### src/rtl/cpu_pkg.sv
// Shared CPU definitions: datapath widths, opcode field, fetch FSM states
// and the fetch/decode pipeline payload.
package cpu_pkg;

   localparam int unsigned ADDR_W  = 8;
   localparam int unsigned INSTR_W = 16;
   localparam int unsigned OP_W    = 4;
   localparam int unsigned OP_LSB  = INSTR_W - OP_W;

   localparam logic [OP_W-1:0]    HALT_OP = 4'hF;
   localparam logic [INSTR_W-1:0] NOP     = '0;

   typedef enum logic [1:0] {
      BOOT,
      RUN,
      HALT
   } fetch_state_e;

   typedef struct packed {
      logic [ADDR_W-1:0]  pc;
      logic [INSTR_W-1:0] instr;
      logic               valid;
   } fd_t;

   localparam fd_t FD_RST = '{pc: '0, instr: NOP, valid: 1'b0};

   function automatic logic [OP_W-1:0] opcode(input logic [INSTR_W-1:0] instr);
      return instr[OP_LSB +: OP_W];
   endfunction

endpackage

### src/rtl/pipe_reg.sv
// Width-parameterised enable register with an asynchronous reset value;
// used for the PC and for the fetch/decode pipeline register.
module pipe_reg #(
   parameter int unsigned    W       = 8,
   parameter logic [W-1:0]   RST_VAL = '0
) (
   input  logic         clk,
   input  logic         rst,
   input  logic         en,
   input  logic [W-1:0] d,
   output logic [W-1:0] q
);

   always_ff @(posedge clk or posedge rst) begin
      if (rst) begin
         q <= RST_VAL;
      end else if (en) begin
         q <= d;
      end
   end

endmodule

### src/rtl/fetch_stage.sv
// Instruction-fetch stage: owns the PC, drives the instruction-memory address
// and loads the fetch/decode register; handles stall, branch redirect and HALT.
module fetch_stage
   import cpu_pkg::*;
#(
   parameter logic [ADDR_W-1:0] RESET_PC = '0,
   parameter logic [ADDR_W-1:0] PC_INC   = ADDR_W'(1)
) (
   input  logic               clk,
   input  logic               rst,
   input  logic               stall,
   input  logic               br_taken,
   input  logic [ADDR_W-1:0]  br_target,
   output logic [ADDR_W-1:0]  imem_addr,
   input  logic [INSTR_W-1:0] imem_rdata,
   output logic [ADDR_W-1:0]  if_pc,
   output logic [INSTR_W-1:0] if_instr,
   output logic               if_valid,
   output logic               halted
);

   fetch_state_e      state, state_nx;
   logic [ADDR_W-1:0] pc, pc_d;
   logic              pc_en;
   fd_t               fd_q, fd_d;
   logic              fd_en;

   pipe_reg #(.W(ADDR_W), .RST_VAL(RESET_PC)) u_pc (
      .clk (clk),
      .rst (rst),
      .en  (pc_en),
      .d   (pc_d),
      .q   (pc)
   );

   pipe_reg #(.W($bits(fd_t)), .RST_VAL(FD_RST)) u_fd (
      .clk (clk),
      .rst (rst),
      .en  (fd_en),
      .d   (fd_d),
      .q   (fd_q)
   );

   // halted is registered alongside the state so it tracks HALT exactly
   always_ff @(posedge clk or posedge rst) begin
      if (rst) begin
         state  <= BOOT;
         halted <= 1'b0;
      end else begin
         state  <= state_nx;
         halted <= (state_nx == HALT);
      end
   end

   // Next-state, next-PC and pipeline-register load selection
   always_comb begin
      state_nx = state;
      pc_en    = 1'b0;
      pc_d     = pc;
      fd_en    = 1'b0;
      fd_d     = fd_q;

      unique case (state)
         BOOT: begin
            state_nx = RUN;
         end

         RUN: begin
            if (br_taken) begin
               pc_en = 1'b1;
               pc_d  = br_target;
               fd_en = 1'b1;
               fd_d  = '{pc: fd_q.pc, instr: NOP, valid: 1'b0};
            end else if (!stall) begin
               fd_en = 1'b1;
               fd_d  = '{pc: pc, instr: imem_rdata, valid: 1'b1};
               if (opcode(imem_rdata) == HALT_OP) begin
                  state_nx = HALT;
               end else begin
                  pc_en = 1'b1;
                  pc_d  = pc + PC_INC;
               end
            end
         end

         HALT: begin
            // an older branch still in execute squashes the HALT
            if (br_taken) begin
               state_nx = RUN;
               pc_en    = 1'b1;
               pc_d     = br_target;
               fd_en    = 1'b1;
               fd_d     = '{pc: fd_q.pc, instr: NOP, valid: 1'b0};
            end else if (!stall) begin
               fd_en = 1'b1;
               fd_d  = '{pc: fd_q.pc, instr: NOP, valid: 1'b0};
            end
         end

         default: begin
            state_nx = BOOT;
         end
      endcase
   end

   assign imem_addr = pc;
   assign if_pc     = fd_q.pc;
   assign if_instr  = fd_q.instr;
   assign if_valid  = fd_q.valid;

endmodule

### config.mk
export PLATFORM = sky130hd
export DESIGN_NAME = fetch_stage
export DESIGN_NICKNAME = d
export VERILOG_FILES = /design/src/rtl/cpu_pkg.sv /design/src/rtl/pipe_reg.sv /design/src/rtl/fetch_stage.sv
export SDC_FILE = /design/constraint.sdc
export NUM_CORES = 1
export LEC_CHECK = 0
export ABC_AREA = 1
export BUFFER_PORTS_ARGS = -buffer_cell sky130_fd_sc_hd__buf_2
export CAP_MARGIN = 30
export CORE_MARGIN = 2
export CORE_UTILIZATION = 53
export DETAILED_ROUTE_END_ITERATION = 16
export PLACE_DENSITY = 0.85
export REMOVE_ABC_BUFFERS = 1
export SLEW_MARGIN = 20
export SYNTH_ARGS = -nofsm -noshare
export SYNTH_HDL_FRONTEND = slang
export SYNTH_SLANG_ARGS = --single-unit
### constraint.sdc
create_clock -name clk -period 3.8 [get_ports clk]
set_clock_uncertainty 0.1 [all_clocks]
set_input_delay 0.38 -clock clk [delete_from_list [all_inputs] [get_ports clk]]
set_output_delay 0.38 -clock clk [all_outputs]
set_load 0.01 [all_outputs]
# Yosys cells after proc, flatten, opt, wreduce, memory -nomap -nowiden
# Index checks and enable logic that the tools add are counted.
# word_totals
register_bits	36
inputBits	28
out_inout_bits	34
wordCells	46
# op_classes
add_sub_neg	1
eq_ne	8
n_mux	23
bitwise	3
n_reduce_logical	6
# op_table
op	n
$mux W25	2
$pmux W25 S2	1
$mux W17	2
$mux W8	4
$pmux W8 S2	1
$reduce_and A5 Y1	2
$ne A3 B3 Y1 const B	3
$add A8 B1 Y8 const B	1
$mux W2	4
$mux W1	7
$pmux W2 S3	1
$eq A2 B2 Y1 const B	2
$eq A4 B4 Y1 const B	1
$reduce_and A4 Y1	1
$not A1 Y1	3
$eq A2 B1 Y1 const B	1
$logic_not A2 Y1	1
$ne A2 B2 Y1 const B	1
$pmux W1 S2	1
$reduce_bool A2 Y1	1
$reduce_or A2 Y1	1

# Logic depth before layout (Yosys ltp)
# Gate-level depths: netlist of the first run.
# depth
ltp_word	6
ltp_mapped	10
depth_no_buf	9

# Hierarchy
# A second synthesis of the first run with hierarchy kept.
# unflattened
hier_cells	357
hier_area_um2	2499.9
# modules_own_cells
mod	n_inst	cells_per_inst	area_each_um2	seq_area_each_um2
fetch_stage	1	215	1222.4	75.1
pipe_reg (u_fd)	1	107	968.4	625.6
pipe_reg (u_pc)	1	35	309.0	200.2

# Worst setup path before layout of the first run
# OpenSTA, ideal clock, no wires.
# synth_path
kind	register -> register
start	register state[0]
end	register u_fd.q[20]
arrival_time_ns	1.330
required_ns	3.575
path_slack_ns	2.245
path_stages_with_launch	9
n_path_buf	1
synth_period_minus_slack_ns	1.555
path_cell_list	dfrtp_1 inv_1 ha_1 nand2_1 nor3_2 inv_2 buf_6 nand2_1 o31ai_1
# synth_between
elab_chain_len	4
# synth_rtl
element	line	rtl
start, declared	fetch_stage.sv:22	fetch_state_e state, state_nx;
start signal, assigned	fetch_stage.sv:50	state <= state_nx;
$eq A2 B1 Y1 or $eq A2 B2 Y1 (tied branches)	fetch_stage.sv:63	unique case (state)
$reduce_or A2 Y1 (no source line)	n/a	
$mux W1	n/a	
$reduce_and A5 Y1 (no source line) (*)	n/a	
end signal, assigned	pipe_reg.sv:16	q <= RST_VAL;
end signal, assigned	pipe_reg.sv:18	q <= d;
end, declared	pipe_reg.sv:11	output logic [W-1:0] q
# Mark *: on every way between the ends. The rest lies on a longest branch, timed or not.
# A chain may end at the register's enable or synchronous reset.

# Worst setup path in the final report of the first run
# layout_path
start	register state[0]
end	register u_pc.q[5]
# layout_between
elab_chain_len	3
# layout_rtl
element	line
$eq A2 B1 Y1 or $eq A2 B2 Y1 (tied branches)	fetch_stage.sv:63
$ne A3 B3 Y1 (no source line), or another cell as far along	n/a
$reduce_and A5 Y1 (no source line)	n/a
end signal, assigned	pipe_reg.sv:16
end signal, assigned	pipe_reg.sv:18
end, declared	pipe_reg.sv:11
# Parallel ways exist; a longest one is shown, timed or not.

==> results of run 1 <==
logic make-up (layout without fill, tap and decap cells):
| family | Yosys count | in the layout |
|---|---|---|
| and+or+nand+nor | 141 | 141 |
| DFF | 36 | 36 |
| buffers and inverters | 24 | 87 |
| AOI/OAI and AO/OA | 18 | 18 |
| adders and majority gates | 5 | 5 |
| muxes | 1 | 1 |
worst max path at each step:
stage | to | slack [ns] | cells after the start
2_1_floorplan | u_pc.q[5] | 1.66 | 9
3_3_place_gp | u_pc.q[5] | 1.81 | 9
3_5_place_dp | u_pc.q[5] | 1.71 | 9
4_1_cts | u_pc.q[5] | 1.69 | 9
5_1_grt | u_pc.q[5] | 1.46 | 9
6_report | u_pc.q[5] | 1.68 | 9
worst reg2reg max path, stage by stage, from the launching register on:
cell,delay [ns]
sky130_fd_sc_hd__dfrtp_1,0.41
sky130_fd_sc_hd__inv_1,0.10
sky130_fd_sc_hd__ha_1,0.26
sky130_fd_sc_hd__nor2_2,0.52
sky130_fd_sc_hd__inv_2,0.23
sky130_fd_sc_hd__nor2_1,0.16
sky130_fd_sc_hd__o21ai_0,0.10
sky130_fd_sc_hd__nand3_1,0.07
sky130_fd_sc_hd__nand2_1,0.05
sky130_fd_sc_hd__nand2_1,0.06
power groups by stage:
stage               Sequential [mW]  Combinational [mW]  Clock, mW
floorplan                     0.702               0.367          0
global placement              0.641               0.663          0
detailed placement            0.646               0.680          0
CTS                           0.639               0.682      0.188
global route                  0.661               0.769      0.210
finish                        0.640               0.677      0.180
layer usage:
metal / track usage [%] / vias up / share of wire (%) / wire length (microns)
li1: - / 848 / - / -
met1: 31.3 / 780 / 47 / 1880
met2: 34.9 / 34 / 47 / 1900
met3: 6.13 / 9 / 3.9 / 154
met4: 7.50 / 0 / 1.6 / 65
met5: 0 / - / 0 / 0
area by class of cell:
class	count	area, sq um
clock buffers	6	41.3
clock inverters	1	5.00
fillers	305	1120
inverters	17	66.3
multi-input cells	165	797
flip-flops and latches	36	901
well taps	46	57.6
repair buffers	63	320
flip-flops by register name, indices dropped and copies added, names as in the netlist:
register / count
state: 2
u_fd.q: 25
halted: 1
u_pc.q: 8
cells in the mapped netlist (all sizes together):
| master | n | share of area (%) |
|---|---|---|
| mux2i | 1 | 0.55 |
| clkinv | 1 | 0.21 |
| o211ai | 1 | 0.41 |
| nand4 | 1 | 0.34 |
| o31ai | 3 | 1.2 |
| or2 | 1 | 0.34 |
| a21oi | 4 | 1.7 |
| ha | 5 | 3.4 |
| buf | 7 | 2.9 |
| nor2 | 14 | 3.0 |
| inv | 16 | 3.4 |
| o21ai | 10 | 3.2 |
| dfrtp | 36 | 50 |
| nand3 | 34 | 9.4 |
| nand2 | 90 | 20 |
| nor3 | 1 | 0.55 |
placed cells by master, fill, tap and decap left out, drive strengths merged:
cell type	count
nand4	1
inv	16
a21oi	4
nand3	34
nor3	1
or2	1
o211ai	1
dfrtp	36
nand2	90
o31ai	3
buf	63
mux2i	1
ha	5
clkinv	2
clkbuf	6
nor2	14
o21ai	10
==> run_summary.xml, run 1 <==
<?xml version="1.0" encoding="UTF-8"?>
<metrics>
  <group name="hold_path">
    <metric name="worst_hold_path_type" unit="">primary input to asynchronous set/reset pin</metric>
  </group>
  <group name="detailed_routing">
    <metric name="1st_pass_router_iterations" unit="">5</metric>
    <metric name="post_drt_wl_per_cell" unit="microns">12.0</metric>
    <metric name="drc" unit="">0</metric>
    <metric name="postRouteAntennaNets" unit="">0</metric>
    <metric name="detail_route.iter0.violations" unit="">74</metric>
    <metric name="num_vias" unit="">1671</metric>
    <metric name="finalWirelength" unit="mm">3.99</metric>
    <metric name="vias_per_cell" unit="">5.00</metric>
  </group>
  <group name="die">
    <metric name="boundaryPins" unit="">62</metric>
    <metric name="floorplan.rows" unit="">21</metric>
    <metric name="die_footprint" unit="sq um">3910</metric>
    <metric name="start_util" unit="%">54.9</metric>
    <metric name="floorplan.die.height" unit="microns">62.5</metric>
    <metric name="die_outline_width" unit="microns">62.5</metric>
    <metric name="placeable_core_area" unit="sq um">3310</metric>
  </group>
  <group name="setup_path">
    <metric name="crit_path_cells" unit="">inv_1 &gt; ha_1 &gt; nor2_2 &gt; inv_2 &gt; nor2_1 &gt; o21ai_0 &gt; nand3_1 &gt; nand2_1 &gt; nand2_1</metric>
    <metric name="cpLargestDelayFamily" unit="">simple AND/OR/NAND/NOR gates</metric>
    <metric name="critPathSlowestCell" unit="">sky130_fd_sc_hd__nor2_2</metric>
    <metric name="timing_worst_setup_path_type" unit="">flop to flop</metric>
    <metric name="critPathLaunch" unit="">state[0]</metric>
    <metric name="critPathMostFrequentCell" unit="">sky130_fd_sc_hd__nand2_1</metric>
    <metric name="timing.critical_path.fanout_max" unit="">16</metric>
    <metric name="critPathArrivalTime" unit="ns">2.29</metric>
    <metric name="worst-endpoint-required" unit="ns">3.97</metric>
    <metric name="critical_path.max_stage_delay" unit="ns">0.52</metric>
    <metric name="cp.buffers_inverters" unit="">2</metric>
    <metric name="worstRegToRegCells" unit="">9</metric>
    <metric name="crit_path_start_kind" unit="">flop</metric>
    <metric name="critPathCaptureType" unit="">flop</metric>
    <metric name="reg2reg_setup_slack" unit="ns">1.68</metric>
    <metric name="critical_path.reg2reg.startpoint" unit="">state[0]</metric>
    <metric name="reg2reg_to" unit="">u_pc.q[5]</metric>
  </group>
  <group name="global_route">
    <metric name="wire_length_of_the_first_global_routing_pass" unit="mm">6.98</metric>
    <metric name="grt.total_usage" unit="%">22.7</metric>
    <metric name="grt_start_max_net_pins" unit="">37</metric>
    <metric name="grt_pass1_vias" unit="">1547</metric>
    <metric name="number_of_antenna_violations_at_the_first_check_in_global_routing" unit="">0</metric>
    <metric name="gr-total-overflow" unit="">0</metric>
  </group>
  <group name="power">
    <metric name="max_rail_drop_vdd" unit="V">0.000283</metric>
    <metric name="cellLeakagePower" unit="nW">1.26</metric>
    <metric name="power.share.switching" unit="%">42.8</metric>
    <metric name="power.share.sequential" unit="%">42.8</metric>
    <metric name="comb_power_share" unit="%">45.2</metric>
    <metric name="overall_power" unit="mW">1.50</metric>
    <metric name="switching_power" unit="mW">0.641</metric>
    <metric name="power_per_cell_area" unit="nW/um^2">684</metric>
    <metric name="intPower" unit="mW">0.855</metric>
    <metric name="clock_power_share" unit="%">12.0</metric>
  </group>
  <group name="finish">
    <metric name="stdcell_area" unit="sq um">2190</metric>
    <metric name="nNetsFinal" unit="">321</metric>
    <metric name="num_antenna_cells" unit="">0</metric>
    <metric name="layout-drive-gt1-share" unit="%">29.9</metric>
    <metric name="final_cells" unit="">334</metric>
    <metric name="final_core_utilization" unit="%">66.1</metric>
    <metric name="synthToLayoutAreaGrowth" unit="%">20.5</metric>
  </group>
  <group name="synth">
    <metric name="synth_seq_area_share" unit="%">49.6</metric>
    <metric name="synth.ff_latch_count" unit="">36</metric>
    <metric name="yosys.cell_types.count" unit="">26</metric>
    <metric name="synth_area" unit="sq um">1820</metric>
    <metric name="adder_cell_fraction_of_synth_area" unit="%">3.44</metric>
    <metric name="synth_simple_gate_area_share" unit="%">33.3</metric>
    <metric name="synth_mux_area_share" unit="%">0.551</metric>
    <metric name="xor_xnor_share_of_the_synthesized_area" unit="%">0</metric>
    <metric name="synth_top_family_by_area" unit="">simple AND/OR/NAND/NOR gates</metric>
    <metric name="yosys_synthesis_warning_count" unit="">0</metric>
    <metric name="post_synth_inst_count" unit="">225</metric>
    <metric name="syn-mean-instance-area" unit="sq um">8.07</metric>
    <metric name="synth-compound-area-share" unit="%">6.54</metric>
  </group>
  <group name="sta">
    <metric name="finalHoldViolations" unit="">0</metric>
    <metric name="setup_viol" unit="">0</metric>
    <metric name="relSlewSlack" unit="%">58.7</metric>
    <metric name="worst_hold_slack" unit="ns">0.0367</metric>
    <metric name="tns" unit="ns">0</metric>
    <metric name="tightest_pin_transition" unit="ns">0.620</metric>
    <metric name="max_clk_rate" unit="MHz">472</metric>
    <metric name="grt_setup_unrepaired" unit="">no</metric>
    <metric name="final.setup.worst_slack" unit="ns">1.68</metric>
    <metric name="final_min_period_over_clock_period" unit="%">55.8</metric>
    <metric name="finalMaxSlewViolations" unit="">0</metric>
    <metric name="post-route-min-period" unit="ns">2.12</metric>
  </group>
  <group name="placed_design">
    <metric name="postPlaceCellArea" unit="sq um">2140</metric>
    <metric name="dpl_worst_slack" unit="ns">1.71</metric>
    <metric name="placed_cells" unit="">327</metric>
    <metric name="hpwl" unit="mm">2.98</metric>
    <metric name="gp_congestion" unit="">0.920</metric>
    <metric name="count_of_buffers_from_port_buffering" unit="">61</metric>
  </group>
  <group name="cts">
    <metric name="cts.repair.resized" unit="">0</metric>
    <metric name="tritoncts" unit="">built</metric>
    <metric name="number_of_buffers_added_for_setup_after_cts" unit="">0</metric>
    <metric name="cts_max_path_buffers" unit="">2</metric>
    <metric name="htreeDepth" unit="">2</metric>
    <metric name="number_of_buffers_inserted_for_hold_repair_after_clock_tree_synthesis" unit="">0</metric>
    <metric name="numClockSinks" unit="">36</metric>
    <metric name="path_clk_slew" unit="ns">0.10</metric>
    <metric name="cts_root_buffer_type" unit="">sky130_fd_sc_hd__clkbuf_4</metric>
    <metric name="cts-buffers-inserted" unit="">5</metric>
    <metric name="insertion_delay" unit="ns">0.33</metric>
  </group>
  <group name="outcome">
    <metric name="run_status" unit="">finished, final reports clean</metric>
  </group>
  <group name="run">
    <metric name="cap_viol_max_count" unit="">0</metric>
  </group>
</metrics>
Power figures use the tool's default switching activity.
==> inputs of run 2 (changes only) <==
--- a/config.mk
+++ b/config.mk
@@ -5,13 +5,13 @@
 export SDC_FILE = /design/constraint.sdc
 export NUM_CORES = 1
 export LEC_CHECK = 0
-export ABC_AREA = 1
+export ABC_AREA = 0
 export BUFFER_PORTS_ARGS = -buffer_cell sky130_fd_sc_hd__buf_2
 export CAP_MARGIN = 30
 export CORE_MARGIN = 2
-export CORE_UTILIZATION = 53
+export CORE_UTILIZATION = 44
 export DETAILED_ROUTE_END_ITERATION = 16
-export PLACE_DENSITY = 0.85
+export PLACE_DENSITY = 0.76
 export REMOVE_ABC_BUFFERS = 1
 export SLEW_MARGIN = 20
 export SYNTH_ARGS = -nofsm -noshare
==> constraint.sdc (replaced) <==
create_clock -name clk -period 1.9 [get_ports clk]
set_clock_uncertainty 0.1 [all_clocks]
set_input_delay 0.19 -clock clk [delete_from_list [all_inputs] [get_ports clk]]
set_output_delay 0.19 -clock clk [all_outputs]
set_load 0.01 [all_outputs]
==> run 2 against run 1 <==
Net effect: critical path depth decreased by 4; global-route usage down 5.2 points; hold slack worse by 0.0092 ns; fmax grew 25%; combinational power grew 96%; clock power rose to 2.8 times the previous value; flip-flop and latch count stayed put; critical path type unchanged; largest cell class unchanged; largest power group unchanged.
==> run_summary.xml, run 2 <==
<?xml version="1.0" encoding="UTF-8"?>
<metrics>
  <group name="outcome">
    <metric name="run_status" unit="">finished, final reports clean</metric>
  </group>
  <group name="synth">
    <metric name="most_frequent_cell_after_synthesis" unit="">sky130_fd_sc_hd__nand2_1</metric>
    <metric name="synth_seq_area_share" unit="%">52.0</metric>
    <metric name="syn-mean-instance-area" unit="sq um">9.11</metric>
    <metric name="adder_cell_fraction_of_synth_area" unit="%">3.61</metric>
    <metric name="synth_top_family_by_area" unit="">simple AND/OR/NAND/NOR gates</metric>
    <metric name="synth_area" unit="sq um">1730</metric>
    <metric name="synth_mux_area_share" unit="%">0.578</metric>
    <metric name="yosys.cell_types.count" unit="">34</metric>
    <metric name="xor_xnor_share_of_the_synthesized_area" unit="%">0</metric>
    <metric name="synth.largest_area_cell" unit="">sky130_fd_sc_hd__dfrtp_1</metric>
    <metric name="synth.ff_latch_count" unit="">36</metric>
    <metric name="yosys-top-cells-count" unit="">60 x sky130_fd_sc_hd__nand2_1, 36 x sky130_fd_sc_hd__dfrtp_1, 19 x sky130_fd_sc_hd__nand3_1</metric>
    <metric name="synth_simple_gate_area_share" unit="%">24.3</metric>
    <metric name="yosys_synthesis_warning_count" unit="">0</metric>
    <metric name="synth-compound-area-share" unit="%">14.7</metric>
    <metric name="yosys.area.top_type_share" unit="%">52.0</metric>
    <metric name="post_synth_inst_count" unit="">190</metric>
    <metric name="async_flop_share" unit="%">100</metric>
    <metric name="postSynth.topFlopCell" unit="">sky130_fd_sc_hd__dfrtp_1</metric>
    <metric name="synth_enable_flop_cells" unit="">0</metric>
    <metric name="synth.area.top_cells" unit="">sky130_fd_sc_hd__dfrtp_1 52%, sky130_fd_sc_hd__nand2_1 13%, sky130_fd_sc_hd__nand3_1 5.5%</metric>
  </group>
  <group name="global_route">
    <metric name="number_of_antenna_violations_at_the_first_check_in_global_routing" unit="">0</metric>
    <metric name="grt_start_max_net_pins" unit="">37</metric>
    <metric name="wire_length_of_the_first_global_routing_pass" unit="mm">5.73</metric>
    <metric name="grt.total_usage" unit="%">17.4</metric>
    <metric name="grt_pass1_vias" unit="">1264</metric>
    <metric name="gr-total-overflow" unit="">0</metric>
  </group>
  <group name="sta">
    <metric name="final.setup.worst_slack" unit="ns">0.203</metric>
    <metric name="final_min_period_over_clock_period" unit="%">89.3</metric>
    <metric name="relSlewSlack" unit="%">54.1</metric>
    <metric name="grt_setup_unrepaired" unit="">no</metric>
    <metric name="post-route-min-period" unit="ns">1.70</metric>
    <metric name="finalHoldViolations" unit="">0</metric>
    <metric name="max_clk_rate" unit="MHz">589</metric>
    <metric name="finalMaxSlewViolations" unit="">0</metric>
    <metric name="setup_viol" unit="">0</metric>
    <metric name="tightest_pin_transition" unit="ns">0.688</metric>
  </group>
  <group name="detailed_routing">
    <metric name="vias_per_cell" unit="">5.02</metric>
    <metric name="finalWirelength" unit="mm">3.67</metric>
    <metric name="num_vias" unit="">1522</metric>
    <metric name="postRouteAntennaNets" unit="">0</metric>
    <metric name="1st_pass_router_iterations" unit="">4</metric>
    <metric name="post_drt_wl_per_cell" unit="microns">12.1</metric>
    <metric name="detail_route.iter0.violations" unit="">73</metric>
    <metric name="drc" unit="">0</metric>
  </group>
  <group name="hold_path">
    <metric name="worst_hold_path_type" unit="">primary input to flop</metric>
    <metric name="whs_path_depth" unit="">3</metric>
    <metric name="worst_hold_path.endpoint" unit="">u_fd.q[7]</metric>
    <metric name="holdCritStartpoint" unit="">imem_rdata[6]</metric>
  </group>
  <group name="finish">
    <metric name="nNetsFinal" unit="">288</metric>
    <metric name="multiInputGateArea" unit="sq um">749</metric>
    <metric name="layout-drive-gt1-share" unit="%">32.9</metric>
    <metric name="num_antenna_cells" unit="">0</metric>
    <metric name="area.sequential" unit="sq um">901</metric>
    <metric name="commonest_non_fill_non_tap_cell_in_the_layout" unit="">sky130_fd_sc_hd__buf_2</metric>
    <metric name="layout_common_cells" unit="">61 x sky130_fd_sc_hd__buf_2, 60 x sky130_fd_sc_hd__nand2_1, 36 x sky130_fd_sc_hd__dfrtp_1, 19 x sky130_fd_sc_hd__nand3_1, 13 x sky130_fd_sc_hd__o21ai_0</metric>
    <metric name="synthToLayoutAreaGrowth" unit="%">25.7</metric>
    <metric name="largest_register_ffs" unit="">25</metric>
    <metric name="n_fill_cell" unit="">352</metric>
    <metric name="reg.largest.list" unit="">u_fd.q (25), u_pc.q (8), state (2)</metric>
    <metric name="most_flop_heavy_register" unit="">u_fd.q</metric>
  </group>
  <group name="die">
    <metric name="floorplan.rows" unit="">22</metric>
    <metric name="die_outline_width" unit="microns">66.7</metric>
    <metric name="die_footprint" unit="sq um">4450</metric>
    <metric name="floorplan.die.height" unit="microns">66.7</metric>
    <metric name="start_util" unit="%">46.6</metric>
    <metric name="boundaryPins" unit="">62</metric>
    <metric name="placeable_core_area" unit="sq um">3720</metric>
  </group>
  <group name="power">
    <metric name="overall_power" unit="mW">3.11</metric>
    <metric name="max_rail_drop_vdd" unit="V">0.000472</metric>
    <metric name="cellLeakagePower" unit="nW">1.16</metric>
    <metric name="power_per_cell_area" unit="nW/um^2">1430</metric>
  </group>
  <group name="cts">
    <metric name="cts-buffers-inserted" unit="">5</metric>
    <metric name="tritoncts" unit="">built</metric>
    <metric name="path_clk_slew" unit="ns">0.06</metric>
    <metric name="cts_max_path_buffers" unit="">2</metric>
    <metric name="cts_root_buffer_type" unit="">sky130_fd_sc_hd__clkbuf_8</metric>
    <metric name="insertion_delay" unit="ns">0.28</metric>
    <metric name="numClockSinks" unit="">36</metric>
    <metric name="htreeDepth" unit="">2</metric>
  </group>
  <group name="setup_path">
    <metric name="critical_path.reg2reg.startpoint" unit="">state[1]</metric>
    <metric name="critPathCaptureType" unit="">flop</metric>
    <metric name="critPathArrivalTime" unit="ns">1.80</metric>
    <metric name="crit_path_start_kind" unit="">flop</metric>
    <metric name="worstRegToRegCells" unit="">5</metric>
    <metric name="timing.critical_path.fanout_max" unit="">9</metric>
    <metric name="worst-endpoint-required" unit="ns">2.00</metric>
    <metric name="reg2reg_to" unit="">u_pc.q[0]</metric>
    <metric name="timing_worst_setup_path_type" unit="">flop to flop</metric>
    <metric name="reg2reg_setup_slack" unit="ns">0.20</metric>
  </group>
  <group name="placed_design">
    <metric name="dpl_worst_slack" unit="ns">0.0128</metric>
    <metric name="hpwl" unit="mm">2.61</metric>
    <metric name="gp_congestion" unit="">0.729</metric>
    <metric name="count_of_buffers_from_port_buffering" unit="">61</metric>
  </group>
  <group name="run">
    <metric name="cap_viol_max_count" unit="">0</metric>
  </group>
</metrics>
run 2: metrics by stage:
| stage | instance area, sq um | TNS (ns) | instances | hold WS [ns] | util [%] |
|---|---|---|---|---|---|
| 6_report | 2180 | 0 | 303 | 0.0275 | 58.6 |
| 5_1_grt | 2180 | 0 | 303 | 0.0276 | 58.6 |
| 4_1_cts | 2170 | 0 | 303 | 0.0187 | 58.5 |
| 3_5_place_dp | 2090 | 0 | 295 | 0.216 | 56.2 |
| 3_3_place_gp | 2090 | 0 | 295 | 0.212 | 56.2 |
| 2_1_floorplan | 1660 | -3.51 | 180 | 0.223 | - |
run 2: cells by family (layout without fill, tap and decap cells):
group	after synthesis	after routing
fa+ha+maj	5	5
simple gates	94	94
mux	1	1
compound gates	40	40
buf+inv	14	79
flops	36	36
run 2: what timing repair did:
action | 4_1_cts | 5_1_grt
endpoints found under the setup margin | 0 | 18
buffers inserted | 0 | 0
hold buffers | 1 | 0
hold endpoints to repair | 36 | 0
gates resized for setup | 0 | 2
run 2: per-layer routing:
metal	vias to the layer above	global-route usage, %	part of all wire, %
met4	0	9.44	2.0
li1	774	-	-
met2	49	25.3	44
met5	-	0	0
met1	693	23.7	48
met3	6	4.56	6.2
run 2: worst max-delay path by stage:
stage	start	to	slack, ns	depth (start not counted)
final	state[1]	u_pc.q[0]	0.20	5
after global routing	state[1]	u_pc.q[0]	0.03	5
after CTS	state[0]	u_fd.q[16]	0.008	6
after detailed placement	state[0]	u_fd.q[16]	0.01	6
after global placement	state[1]	u_fd.q[16]	0.07	6
after floorplan	state[0]	u_pc.q[6]	-0.30	6
run 2: area by class of cell:
type,count,share of cell area [%]
well taps,48,2.76
flip-flops and latches,36,41.4
inverters,4,0.690
clock buffers,6,3.34
repair buffers,68,17.1
clock inverters,1,0.230
multi-input cells,140,34.4
run 2: worst max-delay path: stages (launching register included):
cell and delay (ns):
sky130_fd_sc_hd__dfrtp_1 0.41, sky130_fd_sc_hd__ha_1 0.28, sky130_fd_sc_hd__o21bai_1 0.24, sky130_fd_sc_hd__o211a_2 0.34
sky130_fd_sc_hd__o21ai_0 0.12, sky130_fd_sc_hd__o21ai_1 0.14
run 2: report_power, final:
| part | switching (mW) | internal [mW] | total [mW] |
|---|---|---|---|
| clock | 0.246 | 0.249 | 0.495 |
| combinational | 0.775 | 0.554 | 1.33 |
| sequential | 0.208 | 1.07 | 1.28 |
==> inputs of run 3 (changes only) <==
--- a/config.mk
+++ b/config.mk
@@ -8,7 +8,6 @@
 export ABC_AREA = 0
 export BUFFER_PORTS_ARGS = -buffer_cell sky130_fd_sc_hd__buf_2
 export CAP_MARGIN = 30
-export CORE_MARGIN = 2
 export CORE_UTILIZATION = 44
 export DETAILED_ROUTE_END_ITERATION = 16
 export PLACE_DENSITY = 0.76
==> run 3 against run 2 <==
Net effect: non-clock buffer count unchanged; sequential share of layout area down 0.59 points; largest cell class unchanged; power increased by 4.9%; via count grew 0.46%; clock power grew 33%; routed wire length rose by 1.6%; core utilization rose by 0.84 points; flip-flop and latch count is the same; combinational power about the same.
==> run_summary.xml, run 3 (synthesis gave the netlist of run 2 again) <==
<?xml version="1.0" encoding="UTF-8"?>
<metrics>
  <group name="finish">
    <metric name="most_flop_heavy_register" unit="">u_fd.q</metric>
    <metric name="largest_register_ffs" unit="">25</metric>
    <metric name="final_cells" unit="">304</metric>
    <metric name="final_core_utilization" unit="%">59.4</metric>
    <metric name="layout-drive-gt1-share" unit="%">34.0</metric>
    <metric name="synthToLayoutAreaGrowth" unit="%">27.5</metric>
    <metric name="reg.largest.list" unit="">u_fd.q (25), u_pc.q (8), state (2)</metric>
    <metric name="num_antenna_cells" unit="">0</metric>
    <metric name="layout_common_cells" unit="">61 x sky130_fd_sc_hd__buf_2, 60 x sky130_fd_sc_hd__nand2_1, 36 x sky130_fd_sc_hd__dfrtp_1, 18 x sky130_fd_sc_hd__nand3_1, 13 x sky130_fd_sc_hd__o21ai_0</metric>
    <metric name="commonest_non_fill_non_tap_cell_in_the_layout" unit="">sky130_fd_sc_hd__buf_2</metric>
    <metric name="nNetsFinal" unit="">288</metric>
  </group>
  <group name="sta">
    <metric name="relSlewSlack" unit="%">54.6</metric>
    <metric name="tightest_pin_transition" unit="ns">0.682</metric>
    <metric name="setup_viol" unit="">0</metric>
    <metric name="final.setup.worst_slack" unit="ns">0.103</metric>
    <metric name="finalMaxSlewViolations" unit="">0</metric>
    <metric name="post-route-min-period" unit="ns">1.80</metric>
    <metric name="final_min_period_over_clock_period" unit="%">94.6</metric>
    <metric name="finalHoldViolations" unit="">0</metric>
    <metric name="tns" unit="ns">0</metric>
    <metric name="grt_setup_unrepaired" unit="">no</metric>
    <metric name="max_clk_rate" unit="MHz">556</metric>
  </group>
  <group name="die">
    <metric name="die_footprint" unit="sq um">4190</metric>
    <metric name="start_util" unit="%">46.6</metric>
    <metric name="die_outline_width" unit="microns">64.7</metric>
    <metric name="floorplan.rows" unit="">22</metric>
    <metric name="boundaryPins" unit="">62</metric>
    <metric name="floorplan.die.height" unit="microns">64.7</metric>
    <metric name="placeable_core_area" unit="sq um">3720</metric>
  </group>
  <group name="power">
    <metric name="cellLeakagePower" unit="nW">1.17</metric>
    <metric name="overall_power" unit="mW">3.26</metric>
    <metric name="power_per_cell_area" unit="nW/um^2">1480</metric>
    <metric name="max_rail_drop_vdd" unit="V">0.000621</metric>
  </group>
  <group name="run">
    <metric name="cap_viol_max_count" unit="">0</metric>
  </group>
  <group name="setup_path">
    <metric name="timing.critical_path.fanout_max" unit="">9</metric>
    <metric name="worst-endpoint-required" unit="ns">2.01</metric>
    <metric name="critPathCaptureType" unit="">flop</metric>
    <metric name="critPathArrivalTime" unit="ns">1.90</metric>
    <metric name="crit_path_start_kind" unit="">flop</metric>
    <metric name="timing_worst_setup_path_type" unit="">flop to flop</metric>
  </group>
  <group name="cts">
    <metric name="insertion_delay" unit="ns">0.29</metric>
    <metric name="cts_root_buffer_type" unit="">sky130_fd_sc_hd__clkbuf_8</metric>
    <metric name="cts_max_path_buffers" unit="">2</metric>
    <metric name="number_of_buffers_added_for_setup_after_cts" unit="">0</metric>
    <metric name="cts-buffers-inserted" unit="">5</metric>
    <metric name="tritoncts" unit="">built</metric>
    <metric name="path_clk_slew" unit="ns">0.07</metric>
    <metric name="numClockSinks" unit="">36</metric>
    <metric name="htreeDepth" unit="">2</metric>
  </group>
  <group name="global_route">
    <metric name="number_of_antenna_violations_at_the_first_check_in_global_routing" unit="">0</metric>
    <metric name="wire_length_of_the_first_global_routing_pass" unit="mm">6.19</metric>
    <metric name="gr-total-overflow" unit="">0</metric>
    <metric name="grt.total_usage" unit="%">19.3</metric>
    <metric name="grt_start_max_net_pins" unit="">37</metric>
    <metric name="grt_pass1_vias" unit="">1352</metric>
  </group>
  <group name="placed_design">
    <metric name="count_of_buffers_from_port_buffering" unit="">61</metric>
    <metric name="hpwl" unit="mm">2.62</metric>
    <metric name="gp_congestion" unit="">0.748</metric>
    <metric name="placed_cells" unit="">295</metric>
    <metric name="dpl_worst_slack" unit="ns">0.00393</metric>
  </group>
  <group name="detailed_routing">
    <metric name="num_vias" unit="">1529</metric>
    <metric name="post_drt_wl_per_cell" unit="microns">12.3</metric>
    <metric name="drc" unit="">0</metric>
    <metric name="1st_pass_router_iterations" unit="">4</metric>
    <metric name="postRouteAntennaNets" unit="">0</metric>
    <metric name="finalWirelength" unit="mm">3.73</metric>
    <metric name="vias_per_cell" unit="">5.03</metric>
    <metric name="detail_route.iter0.violations" unit="">76</metric>
  </group>
  <group name="hold_path">
    <metric name="worst_hold_path_type" unit="">primary input to flop</metric>
  </group>
  <group name="outcome">
    <metric name="run_status" unit="">finished, final reports clean</metric>
  </group>
</metrics>
run 3: cell type report:
cell class	count	area, sq um
Tap cell	48	60.1
Inverter	4	15.0
Clock buffer	5	68.8
Multi-Input combinational cell	140	759
Timing Repair Buffer	68	360
Sequential cell	36	901
Clock inverter	3	42.5
Fill cell	353	1510
run 3: final timing paths:
check | start | slack [ns] | cells past startpoint | endpoint
worst max register to register | state[0] | 0.10 | 6 | u_pc.q[0]
max in group asynchronous | rst | 0.95 | 4 | u_fd.q[4]
worst max-delay path | state[0] | 0.10 | 6 | u_pc.q[0]
min in group asynchronous | rst | 0.44 | 4 | u_pc.q[4]
worst min-delay path | imem_rdata[5] | 0.01 | 3 | u_fd.q[6]
worst min register to register | u_fd.q[15] | 0.36 | 2 | u_fd.q[15]
run 3: what timing repair did:
item / CTS / global route
gates resized for setup: 1 / 3
hold buffers: 1 / 0
endpoints found under the hold margin: 36 / 0
setup endpoints to repair: 5 / 6
gates cloned: 0 / 0
run 3: layer usage:
layer	part of all wire (%)	track usage [%]	up-vias	routed length, microns
met1	48	26.3	695	1810
li1	-	-	779	-
met4	1.5	7.50	0	55
met3	4.8	3.35	5	180
met2	45	30.5	50	1690
met5	0	0	-	0
run 3: through the flow:
stage / instance area [sq um] / hold slack [ns]
floorplan: 1660 / 0.223
global placement: 2070 / 0.217
detailed placement: 2070 / 0.218
CTS: 2200 / 0.0124
global route: 2210 / 0.0304
finish: 2210 / 0.0145
run 3: worst max-delay path, stage by stage (launching register included):
cell and delay, ns:
sky130_fd_sc_hd__dfrtp_1 0.38, sky130_fd_sc_hd__inv_1 0.08, sky130_fd_sc_hd__ha_1 0.33, sky130_fd_sc_hd__o21a_2 0.24, sky130_fd_sc_hd__o211a_2 0.31, sky130_fd_sc_hd__o21ai_0 0.13
sky130_fd_sc_hd__o21ai_1 0.15
run 3: report_power, final:
part	internal [mW]	total [mW]	switching, mW
combinational	0.532	1.30	0.765
sequential	1.07	1.30	0.228
clock	0.388	0.659	0.271
